==> config.mk <==
export PLATFORM = sky130hd
export DESIGN_NAME = issue_scoreboard
export DESIGN_NICKNAME = d
export VERILOG_FILES = /design/src/rtl/issue_scoreboard.sv
export SDC_FILE = /design/constraint.sdc
export NUM_CORES = 1
export LEC_CHECK = 0
export CORE_MARGIN = 5
export CORE_UTILIZATION = 65
export CTS_CLUSTER_DIAMETER = 30
export DETAILED_ROUTE_END_ITERATION = 8
export DONT_BUFFER_PORTS = 1
export PLACE_DENSITY = 0.9
export SLEW_MARGIN = 20
export SYNTH_ARGS = -nofsm -noshare
export SYNTH_HDL_FRONTEND = slang
export SYNTH_SLANG_ARGS = --single-unit
==> constraint.sdc <==
create_clock -name clk -period 4.8 [get_ports clk]
set_input_delay 0.96 -clock clk [delete_from_list [all_inputs] [get_ports clk]]
set_output_delay 0.96 -clock clk [all_outputs]
set_load 0.005 [all_outputs]
==> src/rtl/issue_scoreboard.sv <==
// Issue controller holding one decoded instruction. A 32-bit pending scoreboard
// and an in-flight counter block RAW/WAW hazards, and a branch flush squashes the slot.
module issue_scoreboard #(
  parameter int MAX_INFLIGHT = 4,
  parameter int FLUSH_CYC    = 1,
  parameter bit WB_BYPASS    = 1'b1
) (
  input  logic        clk,
  input  logic        rst_n,
  input  logic        dec_valid_i,
  output logic        dec_ready_o,
  input  logic [4:0]  rs1_addr_i,
  input  logic [4:0]  rs2_addr_i,
  input  logic [4:0]  rd_addr_i,
  input  logic        use_rs1_i,
  input  logic        use_rs2_i,
  input  logic        rd_we_i,
  output logic        issue_valid_o,
  input  logic        ex_ready_i,
  output logic [4:0]  issue_rd_addr_o,
  output logic        issue_rd_we_o,
  input  logic        wb_valid_i,
  input  logic [4:0]  wb_addr_i,
  input  logic        flush_i,
  output logic        stall_o,
  output logic [3:0]  in_flight_o,
  output logic [31:0] pending_o,
  output logic        err_o
);

  typedef enum logic [1:0] {RUN, STALL, FLUSH} state_e;

  state_e      state_q, state_d;
  logic [2:0]  bub_q, bub_d;
  logic        hold_v_q, hold_v_d;
  logic [4:0]  rs1_q, rs1_d, rs2_q, rs2_d, rd_q, rd_d;
  logic        use1_q, use1_d, use2_q, use2_d, we_q, we_d;
  logic [31:0] pend_q, pend_d;
  logic [3:0]  inflight_q, inflight_d;
  logic        err_q, err_d;

  logic [31:0] wb_mask, pend_eff, set_mask;
  logic        hazard, eligible, issue, accept, wb_ok, do_set;

  // A retiring writeback may clear a hazard in the same cycle it lands.
  assign wb_mask  = wb_valid_i ? (32'd1 << wb_addr_i) : 32'd0;
  assign pend_eff = WB_BYPASS ? (pend_q & ~wb_mask) : pend_q;
  assign hazard   = (use1_q && pend_eff[rs1_q]) || (use2_q && pend_eff[rs2_q]) ||
                    (we_q && pend_eff[rd_q]);
  assign eligible = !hazard && ((inflight_q < 4'(MAX_INFLIGHT)) || !we_q);

  assign issue_valid_o   = hold_v_q && eligible && (state_q != FLUSH) && !flush_i;
  assign issue           = issue_valid_o && ex_ready_i;
  assign dec_ready_o     = (state_q != FLUSH) && !flush_i && (!hold_v_q || issue);
  assign accept          = dec_valid_i && dec_ready_o;
  assign issue_rd_addr_o = rd_q;
  assign issue_rd_we_o   = we_q;
  assign stall_o         = (state_q == STALL);
  assign in_flight_o     = inflight_q;
  assign pending_o       = pend_q;
  assign err_o           = err_q;

  // Writebacks with nothing outstanding only raise the sticky error.
  assign wb_ok    = wb_valid_i && (inflight_q != 4'd0);
  assign do_set   = issue && we_q && (rd_q != 5'd0);
  assign set_mask = do_set ? (32'd1 << rd_q) : 32'd0;

  always_comb begin
    pend_d     = (pend_q & ~(wb_ok ? wb_mask : 32'd0)) | set_mask;
    inflight_d = inflight_q + 4'(do_set) - 4'(wb_ok);
    err_d      = err_q | (wb_valid_i && (inflight_q == 4'd0));
  end

  always_comb begin
    hold_v_d = hold_v_q;
    rs1_d    = rs1_q;
    rs2_d    = rs2_q;
    rd_d     = rd_q;
    use1_d   = use1_q;
    use2_d   = use2_q;
    we_d     = we_q;
    if (flush_i) begin
      hold_v_d = 1'b0;
    end else if (accept) begin
      hold_v_d = 1'b1;
      rs1_d    = rs1_addr_i;
      rs2_d    = rs2_addr_i;
      rd_d     = rd_addr_i;
      use1_d   = use_rs1_i;
      use2_d   = use_rs2_i;
      we_d     = rd_we_i;
    end else if (issue) begin
      hold_v_d = 1'b0;
    end
  end

  // The bubble counter holds the FLUSH cycles still to run after this one.
  always_comb begin
    state_d = state_q;
    bub_d   = bub_q;
    if (flush_i) begin
      state_d = FLUSH;
      bub_d   = 3'(FLUSH_CYC - 1);
    end else begin
      case (state_q)
        RUN:     if (hold_v_q && !eligible) state_d = STALL;
        STALL:   if (!hold_v_q || eligible) state_d = RUN;
        FLUSH:   if (bub_q == 3'd0) state_d = RUN;
                 else bub_d = bub_q - 3'd1;
        default: state_d = RUN;
      endcase
    end
  end

  always_ff @(posedge clk or negedge rst_n) begin
    if (!rst_n) begin
      state_q    <= RUN;
      bub_q      <= 3'd0;
      hold_v_q   <= 1'b0;
      rs1_q      <= 5'd0;
      rs2_q      <= 5'd0;
      rd_q       <= 5'd0;
      use1_q     <= 1'b0;
      use2_q     <= 1'b0;
      we_q       <= 1'b0;
      pend_q     <= 32'd0;
      inflight_q <= 4'd0;
      err_q      <= 1'b0;
    end else begin
      state_q    <= state_d;
      bub_q      <= bub_d;
      hold_v_q   <= hold_v_d;
      rs1_q      <= rs1_d;
      rs2_q      <= rs2_d;
      rd_q       <= rd_d;
      use1_q     <= use1_d;
      use2_q     <= use2_d;
      we_q       <= we_d;
      pend_q     <= pend_d;
      inflight_q <= inflight_d;
      err_q      <= err_d;
    end
  end

endmodule

==> metrics list, run 1 <==
- Result of the run: finished clean
- Setup total negative slack on the finished layout was measured at 0 ns.
* Library cells used by synthesis: 58
* Die width: 96.7 µm
- The count of final hold-check violations is 0.
- The number of buffers and inverters on the critical path is 1.
- At the placement stage, the worst setup path has a slack of 0.439 ns.
- The die covers 9350 µm².
- Max VDD drop: 0.000366 V
- Across the routed clock network, the largest skew measured is 0.00790 ns.
* Count of routing violations after the opening detailed-route iteration: 678
* Number of detailed-route iterations in the first pass: 5
- sky130_fd_sc_hd__dfrtp_1 takes more of the synthesized area than any other cell.
* Remaining max-slew budget at the tightest pin: 0.450
- In this run, synthesis inferred 0 flip-flops with an integrated enable.
- The initial antenna violation count is 0.
- Using the TritonRoute via totals, the vias-per-cell ratio works out to 7.62.
- Slew at the pin closest to its max-slew limit: 0.823 ns
- Synthesized instance count: 592
* Crit Reg-Reg Endpoint: in_flight_o[2]$_DFF_PN0_
* Global-route wire length before repair: 25,500 µm
* Stages on worst setup path: 9
- The total overflow left after global routing is 0.
* Cell-by-cell trace of the critical path: or4b_1 -> o21ai_1 -> o21ai_0 -> a211oi_1 -> nor3_1 -> nor4_2 -> buf_4 -> and2_1 -> and3_1
* Register share of total power: 0.364
- Standard cell with the maximum stage delay on the critical path: sky130_fd_sc_hd__or4b_1
- For this run, the total global-route usage over all layers was measured as 0.331.
* Clock Sinks: 61
- Deepest level of the CTS H-tree: 3
- The mapped netlist covers 4880 µm².
- In the post-route analysis, the smallest setup slack over all paths is 0.419 ns.
- Number of global-route vias before repair: 4,881
- Largest fanout on the critical path: 20
* Count of antenna-violating nets left after detailed routing: 0
- Setup violations remaining at the end of the flow were counted as 0.
- Layout cell share with drive strength beyond 1: 0.0946
* Final net count: 593
* Die height: 96.7 µm
- Clock tree synthesis selected as its root buffer the cell sky130_fd_sc_hd__clkbuf_8.
- Number of input and output port buffers inserted: 0
* Final Cell Area: 5030 µm²
* Clock power share: 0.176
- Min Clock Period, post-route: 4.38 ns
- Maximum clock frequency: 228 MHz
- Internal power comes to 1.33 mW.
* Total net switching power: 1.32 mW
- Area of the core: 7290 µm²
- Antenna diodes: 0
- Across all layers, the routed design uses 5,022 vias.
- Crit-path leading delay family: simple AND/OR/NAND/NOR gates
* Leading cell type in the layout, fill and taps excluded: sky130_fd_sc_hd__dfrtp_1
- For flop-to-flop paths, the worst setup slack is 0.72 ns.
* Proportion of register bits with asynchronous set or reset after synthesis: 1.00
- The placed instances occupy a cell area of 4830 µm².
* Count of boundary I/O pins: 75
- Switching Share: 0.497
* Total CTS buffers: 9
- At the end of routability-driven placement, the weighted congestion stood at 1.00.
- Top cell type's share of synthesized area: 0.313
- Synthesized flop and latch total: 61
- Non-filler cells, final: 659
- Standby leakage power: 1.94 nW
- Net Count, Synth: 630
* Sum of net half-perimeters after detailed placement: 11,100 µm
- Synth warn: 0
- Placed cell count: 643
* # fillers: 617
- After synthesis, the mean cell area works out to 8.25 µm².
* Depth of the most critical reg-to-reg path: 14
- Clock-pin slew was measured on the worst setup and hold paths at 0.07 ns.
* Utilization after layout: 0.690
* Pin count of the biggest net entering global routing: 62
* # Post-CTS Setup Buffers: 0
- Final routed wire length divided by cell count: 24.2 µm
- Startpoint types: input port
* Power per cell area: 528 nW/µm²
* Type of the most critical hold path: input port to async pin
* Setup repair after global routing missed its margin: no
- Main synth FF type: sky130_fd_sc_hd__dfrtp_1
- The initialized floorplan defines 31 standard-cell rows.
* Sequential element share of the synthesized area: 0.313
- Overall power after layout: 2.66 mW
- The tool flagged a number of max-cap violations equal to 0.
- The largest single stage delay on the critical path is 0.71 ns.
- Hold repair after CTS inserted 0 buffers.
- PostCTS Resize Cnt: 0
- The initial utilization of the core area, before any placement, comes to 0.670.
- Compared with the post-synthesis result, the final layout area differs by 3.10%.
- STA puts the critical path data required time at 3.84 ns.
* TritonCTS clock tree: built
- After synthesis, the cell types taking the most area are sky130_fd_sc_hd__dfrtp_1, sky130_fd_sc_hd__o21ai_0, sky130_fd_sc_hd__o31ai_1.
* Most frequent cells in the layout: sky130_fd_sc_hd__dfrtp_1, sky130_fd_sc_hd__o21ai_0, sky130_fd_sc_hd__nand2_1, sky130_fd_sc_hd__nor2_1, sky130_fd_sc_hd__o31ai_1
* Comb pwr share: 0.460
- Data arrives at the worst endpoint at 3.42 ns.
* WL final: 15,900 µm
- For this run, design rule violations remaining after detail routing come to 0.
- Number of buffers on the longest clock path: 2
- Clock latency on the worst-skew pair, taken at its later pin, is 0.35 ns.
- Nature of the critical path endpoint: output port
- Source of the worst register-to-register timing path: issue_rd_addr_o[1]$_DFFE_PN0P_
- Number of max-slew violations in the final report: 0
- Of the available clock period, the critical path in the final layout requires 0.913.
- The worst setup path is of the input port to output port kind.
- Hold Worst Slack: 0.298 ns
==> routing by layer <==
| layer | share of wire | vias to the layer above | wire, µm | GRT usage |
|---|---|---|---|---|
| li1 | - | 2164 | - | - |
| met3 | 0.12 | 73 | 1850 | 0.0978 |
| met5 | 0 | - | 0 | 0 |
| met4 | 0.039 | 0 | 624 | 0.146 |
| met2 | 0.46 | 384 | 7380 | 0.520 |
| met1 | 0.38 | 2401 | 6090 | 0.423 |
==> layout make-up <==
type	instances	area, µm²	area share
repair buffers	8	60.1	0.0119
multi-input cells	453	3040	0.604
clock inverters	7	75.1	0.0149
flip-flops and latches	61	1530	0.303
clock buffers	9	124	0.0246
well taps	99	124	0.0246
inverters	22	82.6	0.0164
==> state kept, by name, indices dropped and copies added (netlist names) <==
| name | flops |
|---|---|
| state_q | 2 |
| rs1_q | 5 |
| use1_q | 1 |
| hold_v_q | 1 |
| issue_rd_we_o | 1 |
| issue_rd_addr_o | 5 |
| rs2_q | 5 |
| bub_q | 3 |
| in_flight_o | 4 |
| pending_o | 32 |
| err_o | 1 |
| use2_q | 1 |
==> power groups by stage <==
| stage | registers [mW] | clock network (mW) | logic (mW) |
|---|---|---|---|
| floorplan | 0.738 | 0 | 1.07 |
| global placement | 0.956 | 0 | 1.14 |
| detailed placement | 0.959 | 0 | 1.19 |
| CTS | 0.950 | 0.469 | 1.19 |
| global route | 0.985 | 0.496 | 1.32 |
| finish | 0.966 | 0.468 | 1.22 |
==> worst max path at each step <==
stage                                   start                       end  slack [ns]
2_1_floorplan                    wb_addr_i[0]  in_flight_o[2]$_DFF_PN0_        0.71
3_3_place_gp                     wb_addr_i[0]  in_flight_o[1]$_DFF_PN0_        0.54
3_5_place_dp                     wb_addr_i[0]  in_flight_o[2]$_DFF_PN0_        0.44
4_1_cts                          wb_addr_i[0]             issue_valid_o        0.53
5_1_grt        issue_rd_addr_o[1]$_DFFE_PN0P_               dec_ready_o        0.30
6_report                         wb_addr_i[0]             issue_valid_o        0.42
==> cells in the mapped netlist, types with 4 or more instances <==
cell type / number
sky130_fd_sc_hd__dfrtp_1: 61
sky130_fd_sc_hd__o21ai_0: 59
sky130_fd_sc_hd__nand2_1: 44
sky130_fd_sc_hd__nor2_1: 37
sky130_fd_sc_hd__o31ai_1: 34
sky130_fd_sc_hd__o211ai_1: 33
sky130_fd_sc_hd__clkbuf_1: 32
sky130_fd_sc_hd__nand3_1: 29
sky130_fd_sc_hd__a211oi_1: 25
sky130_fd_sc_hd__inv_1: 22
sky130_fd_sc_hd__and3_1: 20
sky130_fd_sc_hd__nor3b_1: 19
sky130_fd_sc_hd__buf_2: 18
sky130_fd_sc_hd__a21oi_1: 13
sky130_fd_sc_hd__mux2_2: 12
sky130_fd_sc_hd__nor3_1: 11
sky130_fd_sc_hd__nor2b_1: 10
sky130_fd_sc_hd__nand2b_1: 9
sky130_fd_sc_hd__ha_1: 8
sky130_fd_sc_hd__mux2i_1: 7
sky130_fd_sc_hd__mux4_2: 6
sky130_fd_sc_hd__o2111ai_1: 6
sky130_fd_sc_hd__or2_2: 6
sky130_fd_sc_hd__buf_1: 5
sky130_fd_sc_hd__nand4_1: 4
sky130_fd_sc_hd__nand4b_1: 4
sky130_fd_sc_hd__o311ai_0: 4
sky130_fd_sc_hd__xor2_1: 4
==> cells by family (layout without fill, tap and decap cells) <==
| group | after synthesis | in the layout | share of synthesized area |
|---|---|---|---|
| muxes | 25 | 25 | 0.0697 |
| and+or+nand+nor | 212 | 212 | 0.237 |
| DFF | 61 | 61 | 0.313 |
| buffers and inverters | 78 | 46 | 0.0648 |
| AOI/OAI and AO/OA | 200 | 200 | 0.279 |
| xor gates and xnor gates | 7 | 7 | 0.0126 |
| adders and majority gates | 9 | 9 | 0.0246 |
(Power assumes the default switching activity.)
==> run 2: changes to the inputs <==
--- a/config.mk
+++ b/config.mk
@@ -6,11 +6,11 @@
 export NUM_CORES = 1
 export LEC_CHECK = 0
 export CORE_MARGIN = 5
-export CORE_UTILIZATION = 65
+export CORE_UTILIZATION = 39
 export CTS_CLUSTER_DIAMETER = 30
 export DETAILED_ROUTE_END_ITERATION = 8
 export DONT_BUFFER_PORTS = 1
-export PLACE_DENSITY = 0.9
+export PLACE_DENSITY = 0.62
 export SLEW_MARGIN = 20
 export SYNTH_ARGS = -nofsm -noshare
 export SYNTH_HDL_FRONTEND = slang
==> metrics list, run 2 (synthesized netlist as in run 1, its figures left out) <==
- Most frequent cells in the layout: sky130_fd_sc_hd__dfrtp_1, sky130_fd_sc_hd__o21ai_0, sky130_fd_sc_hd__nand2_1, sky130_fd_sc_hd__nor2_1, sky130_fd_sc_hd__o31ai_1
- Setup violations remaining at the end of the flow were counted as 0.
- 75 I/O pins were placed.
- Clock-pin slew on the worst setup and hold paths: 0.05 ns
* WL final: 17,100 µm
- Final net count: 597
- VDD sags by at most 0.000252 V.
- In the final layout, the share of cells above drive strength 1 is 0.0959.
* Standby leakage power: 2.01 nW
- After global routing the overflow that remains totals 0.
- The count of nets left with antenna violations once routing finished came out at 0.
- Setup tns final: 0 ns
- Buffers inserted to repair hold after CTS numbered 0.
* Result of the run: finished clean
- Global router's overall resource usage: 0.233
- Depth of the most critical reg-to-reg path: 15
- Maximum clock frequency: 226 MHz
- The worst pin sits at a relative slew slack of 0.515.
* Clk_skew: 0.00436 ns
- In this run, post-CTS repair resized a total of 0 instances.
* Path type of the worst setup path: input port to output port
* Routed via count: 4,870
- Crit Reg-Reg Endpoint: in_flight_o[1]$_DFF_PN0_
- Largest fanout on the critical path: 20
- TritonCTS built the clock tree.
- No sink is reached through more buffers than the 2 on the longest clock path.
- The count of final hold-check violations is 0.
* Final routed wire length divided by cell count: 23.4 µm
- Worst path required time: 3.84 ns
- Via/cell ratio: 6.66
- Slew at the pin closest to its max-slew limit: 0.727 ns
* Global-route wire length before repair: 26,900 µm
- In the routed design, unresolved DRC markers number 0.
* Die width: 122 µm
* Deepest level of the CTS H-tree: 3
* Placed cell area: 4960 µm²
- The congestion estimate from routability-driven global placement came to 0.947.
- The first detailed-routing pass took 5 iterations.
- In this run the core area contains 40 standard-cell rows.
* Number of global-route vias before repair: 4,616
- Number of input and output port buffers inserted: 0
- The clock reaches the later pin of the worst-skew pair after 0.34 ns.
* Share of the clock period used by the worst path after layout: 0.922
- # Post-CTS Setup Buffers: 0
- In this run the power density over the cells is 543 nW/µm².
- Die height: 122 µm
- Type of the most critical hold path: input port to async pin
* Min Clock Period, post-route: 4.43 ns
- Nature of the critical path endpoint: output port
* Reported max-cap violation count: 0
* Synthesis-to-layout area growth: 7.30%
- The worst setup path is launched from an input port.
- Starting utilization of the core area: 0.402
* Setup repair after global routing missed its margin: no
* Sum of net half-perimeters after detailed placement: 12,200 µm
* Leading cell type in the layout, fill and taps excluded: sky130_fd_sc_hd__dfrtp_1
- The count of pins over their slew limit came to 0.
* Pin count of the biggest net entering global routing: 62
- The core region is 12,200 µm².
* Clock Sinks: 61
- Antenna violations before repair: 0
* Worst path arrival time: 3.47 ns
* Source of the worst register-to-register timing path: issue_rd_addr_o[1]$_DFFE_PN0P_
- The register with the most flip-flops in the layout has 32 of them.
* Count of routing violations after the opening detailed-route iteration: 623
- Summing all non-filler instances in the final layout gives an area of 5240 µm².
* Root cell of the clock tree: sky130_fd_sc_hd__clkbuf_16
- Antenna diodes: 0
- Setup slack of the most critical reg-to-reg path: 0.72 ns
- Floorplan die area: 14,900 µm²
- In this run, CTS created clock tree buffers numbering 9.
[run 2: cell count changes in the layout (fill, tap and decap cells not counted), sizes merged]
cell / change
clkinv: -1
clkbuf: +5
bufinv: -1
clkinvlp: -3
buf: +4
inv: -1
[run 2: power by group]
group | leakage [nW] | switching (mW) | internal (mW) | total, mW
sequential | 0.774 | 0.329 | 0.638 | 0.967
clock | 0.139 | 0.227 | 0.388 | 0.615
combinational | 1.09 | 0.788 | 0.477 | 1.26
[run 2: metrics by stage]
stage                     worst slack, ns  hold slack (ns)  power (mW)  utilization  instances
after floorplan                     0.708            0.438        1.81            -        592
after global placement              0.497            0.448        2.17        0.408        716
after detailed placement            0.445            0.461        2.21        0.408        716
after CTS                           0.450            0.312        2.82        0.431        731
after global routing                0.184            0.310        3.02        0.431        731
final                               0.374            0.319        2.85        0.431        731
[run 2: final cells by class]
class                   instances  area (µm²)
fillers                      1181        6920
multi-input cells             453        3050
flip-flops and latches         61        1530
clock buffers                  14         274
well taps                     168         210
repair buffers                 12        90.1
inverters                      22        82.6
clock inverters                 1        5.00
[run 2: per-layer routing]
metal,wire length (µm),track usage,vias to the layer above
li1,-,-,2181
met1,7070,0.303,2418
met2,7980,0.367,232
met3,1560,0.0604,39
met4,483,0.0966,0
met5,0,0,-
[run 2: worst max-delay path by stage]
stage                                to          from  cells after the start
2_1_floorplan  in_flight_o[2]$_DFF_PN0_  wb_addr_i[0]                     15
4_1_cts                     dec_ready_o  wb_addr_i[0]                      9
6_report                    dec_ready_o  wb_addr_i[0]                      9
3_3_place_gp   in_flight_o[1]$_DFF_PN0_  wb_addr_i[0]                     14
3_5_place_dp   in_flight_o[1]$_DFF_PN0_  wb_addr_i[0]                     14
5_1_grt                     dec_ready_o  wb_addr_i[3]                      9
[run 2: worst max-delay path, stage by stage]
cell	delay, ns
sky130_fd_sc_hd__or4b_1	0.71
sky130_fd_sc_hd__o311ai_1	0.30
sky130_fd_sc_hd__a21oi_1	0.10
sky130_fd_sc_hd__o211ai_1	0.21
sky130_fd_sc_hd__a32oi_1	0.12
sky130_fd_sc_hd__nor4_2	0.36
sky130_fd_sc_hd__buf_4	0.31
sky130_fd_sc_hd__a31oi_1	0.12
sky130_fd_sc_hd__nor3_1	0.25
==> run 3: changes to the inputs <==
--- a/config.mk
+++ b/config.mk
@@ -7,6 +7,7 @@
 export LEC_CHECK = 0
 export CORE_MARGIN = 5
 export CORE_UTILIZATION = 39
+export CTS_BUF_LIST = sky130_fd_sc_hd__clkbuf_8
 export CTS_CLUSTER_DIAMETER = 30
 export DETAILED_ROUTE_END_ITERATION = 8
 export DONT_BUFFER_PORTS = 1
==> metrics list, run 3 (synthesized netlist as in run 1, its figures left out) <==
- Setup repair after global routing missed its margin: no
* Remaining max-slew budget at the tightest pin: 0.531
* Largest fanout on the critical path: 20
* Leading cell type in the layout, fill and taps excluded: sky130_fd_sc_hd__dfrtp_1
- The worst register-to-register path begins at issue_rd_addr_o[1]$_DFFE_PN0P_.
- Dividing the final minimum period by the clock period gives 0.919.
- For the worst-skew pair, the clock arrives at the later sink with an insertion delay of 0.36 ns.
- Number of input and output port buffers inserted: 0
* Count of antenna-violating nets left after detailed routing: 0
- The number of setup buffers added after CTS is 0.
- TritonCTS clock tree: built
- Count of routing violations after the opening detailed-route iteration: 659
* Antenna diodes: 0
- IR analysis of the VDD net gives a maximum drop of 0.000246 V.
- Setup slack closes at 0.391 ns.
- Flip-flop count of the largest register after layout: 32
- WL final: 17,000 µm
- Clock-pin slew on the worst setup and hold paths: 0.07 ns
- Placed cell count: 716
- The clock period could shrink to 4.41 ns.
- Deepest level of the CTS H-tree: 3
- Sum of overflow across all layers after global routing: 0
- The region available for standard cell placement spans 12,200 µm².
- Summed over all failing endpoints, the final setup total negative slack is 0 ns.
- Reported max-cap violation count: 0
- Synthesis-to-layout area growth: 5.23%
* Nature of the critical path endpoint: output port
- Final routed wire length divided by cell count: 23.2 µm
* Number of buffers on the longest clock path: 2
- Top routing layer in use: met4
* Count of boundary I/O pins: 75
- Final setup viols: 0
- For this run, the number of standard cells in the final layout without fillers is 731.
- Dividing the detail-routed via count by the number of cells gives 6.67.
- Placer congestion estimate: 0.947
- In the layout the commonest cells are sky130_fd_sc_hd__dfrtp_1, sky130_fd_sc_hd__o21ai_0, sky130_fd_sc_hd__nand2_1, sky130_fd_sc_hd__nor2_1, sky130_fd_sc_hd__o31ai_1.
* Met3 WL post-DR: 1500 µm
- The count of final hold-check violations was 0.
- The floorplan step defined a die boundary enclosing 14,900 µm².
* Antenna violations before repair: 0
- Counting every sink on the clock net gives 61.
- Worst path arrival time: 3.45 ns
* Hold-fix buffers at CTS: 0
* Clk_skew: 0.00930 ns
- After detailed routing, the number of remaining DRC violations is 0.
- Clock tree synthesis inserted a total of 9 buffers.
* Site row count: 40
- Post-CTS repair changed the size of 0 cells.
- The first TritonRoute pass finished after 5 iterations.
- Maximum clock frequency: 227 MHz
- Destination of the critical timing path: dec_ready_o
- Number of max-slew violations in the final report: 0
* Origin of the worst setup path: wb_addr_i[0]
* Final net count: 597
- The initial utilization of the core area, before any placement, comes to 0.402.
- Startpoint types: input port
- Layout cell share with drive strength beyond 1: 0.0959
- The first global-routing pass estimated 26,800 µm of wire.
* Die width: 122 µm
- The analysis attributes to cell leakage a power of 1.97 nW.
* Crit Reg-Reg Endpoint: in_flight_o[1]$_DFF_PN0_
- CTS placed an instance of sky130_fd_sc_hd__clkbuf_8 at the clock tree root.
* Worst path required time: 3.84 ns
- After detailed routing, the wire length on met1 is 7100 µm.
- Slew at the pin closest to its max-slew limit: 0.704 ns
- Hold timing on the final database bottoms out at a slack of 0.300 ns.
* Type of the most critical hold path: input port to async pin
- Entering global routing, the biggest net connects 62 pins.
- Result of the run: finished clean
- Dividing total power by cell area gives a power density of 516 nW/µm².
- Depth of the most critical reg-to-reg path: 15
- From bottom edge to top edge, the die measures 122 µm.
- For flop-to-flop paths, the worst setup slack is 0.75 ns.
- Before CTS, the worst setup slack after placement is 0.445 ns.
* Number of global-route vias before repair: 4,624
- Sum of net half-perimeters after detailed placement: 12,200 µm
- Routed via count: 4,876
- Summed over all nets, wire length on met2 after detailed routing comes to 8030 µm.
- The critical path in this run is classified as input port to output port.
- Global router's overall resource usage: 0.231
-- run 3: worst max-delay path, stage by stage --
cell and delay (ns):
sky130_fd_sc_hd__or4b_1 0.70, sky130_fd_sc_hd__o311ai_1 0.31, sky130_fd_sc_hd__a21oi_1 0.10, sky130_fd_sc_hd__o211ai_1 0.20
sky130_fd_sc_hd__a32oi_1 0.11, sky130_fd_sc_hd__nor4_2 0.36, sky130_fd_sc_hd__buf_4 0.32, sky130_fd_sc_hd__a31oi_1 0.13
sky130_fd_sc_hd__nor3_1 0.25
-- run 3: how the worst min path moves through the flow --
| stage | start | endpoint | slack, ns | cells after the start |
|---|---|---|---|---|
| 2_1_floorplan | state_q[1]$_DFFE_PN0P_ | state_q[0]$_DFFE_PN0P_ | 0.44 | 1 |
| 3_3_place_gp | state_q[1]$_DFFE_PN0P_ | state_q[0]$_DFFE_PN0P_ | 0.45 | 1 |
| 3_5_place_dp | state_q[1]$_DFFE_PN0P_ | state_q[0]$_DFFE_PN0P_ | 0.46 | 1 |
| 4_1_cts | rst_n | pending_o[7]$_DFF_PN0_ | 0.28 | 0 |
| 5_1_grt | rst_n | pending_o[4]$_DFF_PN0_ | 0.28 | 0 |
| 6_report | rst_n | pending_o[2]$_DFF_PN0_ | 0.30 | 0 |
-- run 3: power breakdown --
part	switching, mW	internal [mW]	total, mW
Combinational	0.786	0.477	1.26
Sequential	0.327	0.637	0.964
Clock	0.204	0.222	0.427
-- run 3: metal layers --
layer,vias to the layer above,GRT usage
met2,244,0.367
met3,32,0.0682
met1,2427,0.302
met4,0,0.0763
met5,-,0
li1,2173,-
-- run 3: cell type report --
type	instances	area, µm²
fillers	1199	7020
multi-input cells	453	3050
flip-flops and latches	61	1530
well taps	168	210
clock buffers	12	165
repair buffers	12	90.1
inverters	22	82.6
clock inverters	3	12.5
-- run 3: per-stage QoR --
stage                      util  power, mW  area, µm²
after floorplan               -       1.81       4880
after global placement    0.408       2.17       4960
after detailed placement  0.408       2.21       4960
after CTS                 0.422       2.64       5140
after global routing      0.423       2.83       5140
final                     0.423       2.65       5140
